<file path="src/rtl/mul_issue_controller.sv">
// mul_issue_controller
// Execute-stage control for RV32M multiplies (MUL, MULH, MULHSU, MULHU).
// Converts signed operands to magnitudes and issues them to a fixed-latency
// 32x32 unsigned multiplier. It then captures the 64-bit product, restores
// the sign, selects the low or high word and holds the result for writeback
// under a valid/ready handshake.

module mul_issue_controller #(
    parameter int MUL_LATENCY = 3,   // enable-to-product cycles, >= 1
    parameter int TAG_W       = 5    // destination register tag width
) (
    input  logic              clk_i,
    input  logic              rst_i,

    // Decoded multiply op from issue
    input  logic              issue_valid_i,
    output logic              issue_ready_o,
    input  logic [2:0]        funct3_i,
    input  logic [31:0]       rs1_i,
    input  logic [31:0]       rs2_i,
    input  logic [TAG_W-1:0]  rd_i,
    input  logic              flush_i,

    // Multiplier interface
    output logic              mul_enable_o,
    output logic [31:0]       mul_operand1_o,
    output logic [31:0]       mul_operand2_o,
    input  logic [63:0]       mul_product_i,

    // Writeback interface
    output logic              wb_valid_o,
    input  logic              wb_ready_i,
    output logic [31:0]       wb_data_o,
    output logic [TAG_W-1:0]  wb_rd_o
);

    // Counter must hold MUL_LATENCY itself, so size it for MUL_LATENCY+1 values.
    localparam int CNT_W = (MUL_LATENCY < 1) ? 1 : $clog2(MUL_LATENCY + 1);
    localparam logic [CNT_W-1:0] CNT_LOAD = CNT_W'(MUL_LATENCY);
    localparam logic [CNT_W-1:0] CNT_ZERO = '0;
    localparam logic [CNT_W-1:0] CNT_ONE  = CNT_W'(1);

    typedef enum logic [1:0] {
        ST_IDLE = 2'd0,   // waiting for an op
        ST_WAIT = 2'd1,   // multiply in flight, counter running
        ST_DONE = 2'd2    // result held for writeback
    } state_t;

    // funct3[1:0] encodings; funct3[2] is not part of the op select.
    typedef enum logic [1:0] {
        OP_MUL    = 2'b00,
        OP_MULH   = 2'b01,
        OP_MULHSU = 2'b10,
        OP_MULHU  = 2'b11
    } mul_op_t;

    // ------------------------------------------------------------------
    // State
    // ------------------------------------------------------------------
    state_t              state_q;
    logic [CNT_W-1:0]    cnt_q;
    logic                is_mul_q;   // select low word of the product
    logic                negate_q;   // s1 ^ s2 of the op in flight
    logic [TAG_W-1:0]    rd_q;       // tag of the op in flight

    // ------------------------------------------------------------------
    // Combinational decode / datapath
    // ------------------------------------------------------------------
    mul_op_t             op;
    logic                sign1;
    logic                sign2;
    logic [31:0]         mag1;
    logic [31:0]         mag2;
    logic [63:0]         product_signed;
    logic [31:0]         result_word;
    logic                issue_fire;
    logic                wb_fire;

    // Handshakes: flush_i is the only input with a combinational path out.
    assign issue_ready_o = (state_q == ST_IDLE) && !flush_i;
    assign wb_valid_o    = (state_q == ST_DONE) && !flush_i;
    assign issue_fire    = issue_valid_i && issue_ready_o;
    assign wb_fire       = wb_valid_o && wb_ready_i;

    // Decode the incoming op and form operand magnitudes for the unsigned multiplier.
    always_comb begin
        // NOTE: every always_comb output gets a default first so no path leaves it unassigned (no latch).
        op    = mul_op_t'(funct3_i[1:0]);
        sign1 = 1'b0;
        sign2 = 1'b0;
        case (op)
            OP_MULH: begin
                sign1 = rs1_i[31];
                sign2 = rs2_i[31];
            end
            OP_MULHSU: begin
                sign1 = rs1_i[31];
            end
            default: begin
                // MUL and MULHU feed raw operands: the low word of MUL is
                // sign-independent and MULHU is fully unsigned.
            end
        endcase
        // Negating 0x80000000 yields 0x80000000, its correct unsigned magnitude.
        mag1 = sign1 ? (~rs1_i + 32'd1) : rs1_i;
        mag2 = sign2 ? (~rs2_i + 32'd1) : rs2_i;
    end

    // Restore the sign of the full 64-bit product and select the result word.
    always_comb begin
        product_signed = negate_q ? (~mul_product_i + 64'd1) : mul_product_i;
        result_word    = is_mul_q ? product_signed[31:0] : product_signed[63:32];
    end

    // ------------------------------------------------------------------
    // Control FSM with registered multiplier and writeback outputs
    // ------------------------------------------------------------------

    // Single sequential block: reset beats flush, flush beats every handshake.
    always_ff @(posedge clk_i) begin
        // NOTE: sequential state uses non-blocking assignments so every register samples pre-edge values.
        if (rst_i) begin
            // NOTE: the datapath registers are reset too, so outputs read as zero after reset, not stale data.
            state_q        <= ST_IDLE;
            cnt_q          <= CNT_ZERO;
            is_mul_q       <= 1'b0;
            negate_q       <= 1'b0;
            rd_q           <= '0;
            mul_enable_o   <= 1'b0;
            mul_operand1_o <= 32'd0;
            mul_operand2_o <= 32'd0;
            wb_data_o      <= 32'd0;
            wb_rd_o        <= '0;
        end else if (flush_i) begin
            // Squash whatever is in flight. A product still coming out of
            // the multiplier is never sampled, because only WAIT captures.
            state_q      <= ST_IDLE;
            cnt_q        <= CNT_ZERO;
            mul_enable_o <= 1'b0;
        end else begin
            // Start pulse lasts exactly one cycle unless re-armed below.
            mul_enable_o <= 1'b0;

            case (state_q)
                ST_IDLE: begin
                    if (issue_fire) begin
                        state_q        <= ST_WAIT;
                        cnt_q          <= CNT_LOAD;
                        is_mul_q       <= (op == OP_MUL);
                        negate_q       <= sign1 ^ sign2;
                        rd_q           <= rd_i;
                        mul_operand1_o <= mag1;
                        mul_operand2_o <= mag2;
                        mul_enable_o   <= 1'b1;
                    end
                end

                ST_WAIT: begin
                    // Operands stay untouched here, so they are stable for the
                    // whole multiply. The product is valid once the count hits zero.
                    if (cnt_q == CNT_ZERO) begin
                        state_q   <= ST_DONE;
                        wb_data_o <= result_word;
                        wb_rd_o   <= rd_q;
                    end else begin
                        cnt_q <= cnt_q - CNT_ONE;
                    end
                end

                ST_DONE: begin
                    // Result and tag hold until writeback takes them. The
                    // return to IDLE means no issue can coincide with this handshake.
                    if (wb_fire) begin
                        state_q <= ST_IDLE;
                    end
                end

                default: begin
                    state_q <= ST_IDLE;
                    cnt_q   <= CNT_ZERO;
                end
            endcase
        end
    end

endmodule
</file>
<file path="config.mk">
export PLATFORM = sky130hd
export DESIGN_NAME = mul_issue_controller
export DESIGN_NICKNAME = d
export VERILOG_FILES = /design/src/rtl/mul_issue_controller.sv
export SDC_FILE = /design/constraint.sdc
export NUM_CORES = 1
export LEC_CHECK = 0
export ABC_AREA = 1
export BUFFER_PORTS_ARGS = -buffer_cell sky130_fd_sc_hd__buf_4
export CORE_UTILIZATION = 30
export DETAILED_ROUTE_END_ITERATION = 10
export PLACE_DENSITY_LB_ADDON = 0.25
export SYNTH_ARGS = -nofsm -noshare
export SYNTH_HDL_FRONTEND = slang
export SYNTH_SLANG_ARGS = --single-unit
</file>
<file path="constraint.sdc">
create_clock -name clk_i -period 2.6 [get_ports clk_i]
set_input_delay 0 -clock clk_i [delete_from_list [all_inputs] [get_ports clk_i]]
set_output_delay 0 -clock clk_i [all_outputs]
set_load 0.01 [all_outputs]
</file>
==> impl_metrics.csv <==
group,metric,value,unit
outcome,status,"finished, final reports clean",
cells_and_area,seqCellArea,2260,sq um
synthesis,syn_area,8550,sq um
setup_path,cp_max_fo,4,
global_route,grt_pass1_wl,53.4,mm
power_and_ir_drop,p_int,0.00402,W
min_path,hp-class,"in2reg",
power_and_ir_drop,p_clk_frac,0.432,
setup_path,cp_slowest_stage_delay,0.56,ns
synthesis,yosys.area.top_type_share,0.265,
power_and_ir_drop,cellLeakagePower,5.98,nW
power_and_ir_drop,p_total,0.00590,W
floorplanning,die_h,171,um
detailed_routing,dr.pass1.iters,5,
min_path,min_from,"rs2_i[12]",
power_and_ir_drop,p_switching,0.00188,W
global_route,first_global_vias,10000,
setup_path,reg2regPathDepth,6,
global_route,grt_usage,0.237,
detailed_routing,drc_errors,0,
power_and_ir_drop,pwr-share-seq,0.320,
synthesis,synthArstFlopShare,0,
detailed_routing,route.final.wire_length,34.5,mm
floorplanning,die_x,171,um
setup_path,r2r_end,"wb_data_o[10]$_SDFFE_PP0P_",
power_and_ir_drop,p_comb_frac,0.248,
synthesis,yosysWarnings,0,
synthesis,synth_enable_flop_cells,0,
placement,place.gp.congestion,0.928,
synthesis,ys_seq_area_frac,0.265,
global_route,grt_max_degree,109,
synthesis,syn_area_per_cell,5.77,sq um
setup_path,cp_data_required_time,2.96,ns
cts,cts_resized,0,
cells_and_area,diodes,0,
synthesis,ys_ff_latch,113,
setup_path,worst_path_max_delay_cell,"dlygate4sd3_1",
sta,period_needed,2.46,ns
sta,worst_pin_slew,0.783,ns
floorplanning,ios,245,
global_route,antenna_found_initial,0,
sta,final_max_slew_viol_count,0,
global_route,grt_overflow,0,
cells_and_area,nFillCells,3019,
power_and_ir_drop,swShare,0.319,
setup_path,startpoint_type,"input pin",
synthesis,synthXorXnorAreaFrac,0.0338,
synthesis,synth_top_cell_by_area,"dfxtp_1",
setup_path,reg2reg_slack,0.36,ns
sta,rsz0062_at_grt,"false",
sta,max-slew-margin-rel,0.477,
sta,fin_crit_sh,0.946,
detailed_routing,vias,10700,
detailed_routing,drt_iter0_drc,709,
power_and_ir_drop,powerDensity,476,nW/um^2
cts,cts_num_sinks,113,
setup_path,cp_common_cell,"nand2_1",
sta,skew,0.0136,ns
cts,numCtsBuffers,17,
sta,setup_viol,0,
cts,clk_path_buf_depth,2,
cells_and_area,nets,1958,
min_path,min_delay_worst_endpoint,"mul_operand2_o[12]$_SDFFE_PP0P_",
sta,timing.fmax,0.407,GHz
setup_path,path_class,"in2reg",
synthesis,synth-compound-area-share,0.185,
cts,tritoncts,"built",
sta,fin_setup_tns,0,ns
setup_path,crit_chain,"dlygate4sd3_1 -> buf_4 -> inv_1 -> ha_1 -> nand2_1 -> nor2_1 -> nand3_1 -> o21ai_1 -> nand2_1 -> nand2_1 -> nand3_1 -> a21oi_1 -> dlygate4sd3_1",
synthesis,synthAdderAreaFrac,0.00878,
sta,hold_viol_final,0,
cts,clkLatencyLatePin,0.43,ns
synthesis,synth_ff_type,"dfxtp_1",
synthesis,yosys.area_share.simple,0.395,
floorplanning,start_util,0.306,
synthesis,synth_most_common_cell,"nand2_1",
cells_and_area,multi_input_area,5330,sq um
placement,dp_hpwl,26.1,mm
detailed_routing,wl_per_cell,15.7,um
floorplanning,coreArea,27900,sq um
setup_path,crit_path_end_kind,"flip-flop",
synthesis,synth_mux_area_frac,0,
detailed_routing,ant_nets,0,
job,maxCapViolCount,0,
cts,clockRootBuffer,"clkbuf_16",
synthesis,syn-num-nets,1629,
synthesis,synthCells,1482,
placement,port_buffers,243,
cells_and_area,area_growth,45.0,%
min_path,min_path_cells,4,
synthesis,synthTopCellsByArea,"dfxtp_1 (26%), nand2_1 (17%), nor2_1 (9.4%)",
cts,htreeDepth,4,
floorplanning,fp-row-count,61,
synthesis,synth_top_family_by_area,"simple AND/OR/NAND/NOR gates",
setup_path,crit_arrival,2.82,ns
cts,cts.reportedPaths.clkPinSlew,0.06,ns
detailed_routing,post_drt_via_cell_ratio,4.88,
synthesis,ys_types,37,
floorplanning,dieArea,29200,sq um
power_and_ir_drop,ir_drop,0.350,mV
setup_path,r2r_start,"negate_q$_SDFFE_PP0P_",
synthesis,synth_common_cells,"nand2_1 (388), nor2_1 (215), inv_1 (170)",
cells_and_area,drive_gt1_frac,0.183,
==> routing by layer <==
metal | vias to the layer above | GRT usage | share of wire
met1 | 4923 | 0.299 | 0.44
met4 | 0 | 0.0679 | 0.022
met5 | - | 0 | 0
met3 | 47 | 0.0409 | 0.059
li1 | 5432 | - | -
met2 | 340 | 0.410 | 0.48
==> critical path: cells and delay by family <==
family / cells / cell delay (ns)
AOI/OAI and AO/OA: 2 / 0.60
buffers and inverters: 4 / 1.30
and+or+nand+nor: 6 / 0.69
adders and majority gates: 1 / 0.22
==> sequential cells by signal (all words and copies together) (netlist names) <==
register	count
mul_operand1_o	32
mul_operand2_o	32
wb_data_o	32
rd_q	5
wb_rd_o	5
cnt_q	2
state_q	2
is_mul_q	1
mul_enable_o	1
negate_q	1
==> layout make-up <==
cell class / instances / share of cell area
sequential: 113 / 0.183
tap: 378 / 0.0381
inverter: 181 / 0.0549
clock buffer: 18 / 0.0354
timing repair buffer: 364 / 0.245
multi-input combinational: 1134 / 0.430
clock inverter: 14 / 0.0142
==> through the flow <==
stage	hold slack, ns	setup slack [ns]	area, sq um	util	std cells
floorplan	0.0361	1.15	8550	-	1482
global placement	0.194	0.870	10800	0.385	2067
detailed placement	0.199	0.869	10800	0.385	2067
CTS	0.000452	0.249	12400	0.444	2202
global route	0.0334	0.0331	12400	0.444	2202
finish	0.00654	0.140	12400	0.444	2202
==> kinds of logic (layout without fill, tap and decap cells) <==
family,after synthesis,in the layout
compound gates,292,292
fa+ha+maj,6,6
buf+inv,235,577
xor+xnor,33,33
simple gates,803,803
flops,113,113
==> worst max-delay path by stage <==
stage / startpoint / endpoint / slack, ns / cells after the start
floorplan: state_q[1]$_SDFFE_PP0P_ / mul_operand1_o[7]$_SDFFE_PP0P_ / 1.15 / 8
global placement: state_q[0]$_SDFFE_PP0P_ / wb_data_o[15]$_SDFFE_PP0P_ / 0.87 / 7
detailed placement: funct3_i[1] / mul_operand1_o[12]$_SDFFE_PP0P_ / 0.87 / 11
CTS: mul_product_i[0] / wb_data_o[10]$_SDFFE_PP0P_ / 0.25 / 13
global route: mul_product_i[0] / wb_data_o[10]$_SDFFE_PP0P_ / 0.03 / 13
finish: mul_product_i[0] / wb_data_o[10]$_SDFFE_PP0P_ / 0.14 / 13
==> power by group through the flow <==
stage / sequential (W) / clock, W / combinational, W
floorplan: 0.00195 / 0 / 0.000706
global placement: 0.00192 / 0 / 0.00132
detailed placement: 0.00192 / 0 / 0.00133
CTS: 0.00189 / 0.00261 / 0.00146
global route: 0.00190 / 0.00267 / 0.00162
finish: 0.00189 / 0.00254 / 0.00146
==> layout by cell type, fill, tap and decap left out, drive strengths merged <==
cell type / n
a21boi: 1
a21oi: 95
a31oi: 14
and2: 2
buf: 261
bufinv: 3
clkbuf: 18
clkinv: 8
clkinvlp: 2
dfxtp: 113
dlygate4sd3: 103
ha: 6
inv: 182
nand2: 398
nand3: 137
nand3b: 15
nand4: 10
nor2: 225
nor3: 12
o211ai: 2
o21a: 18
o21ai: 148
o21bai: 8
o221ai: 6
or2: 4
xnor2: 2
xor2: 31
==> repair_timing <==
item,4_1_cts,5_1_grt
buffers inserted,0,0
hold endpoints to repair,96,0
hold buffers,103,0
Note: power is estimated with default switching activity, not from simulation.
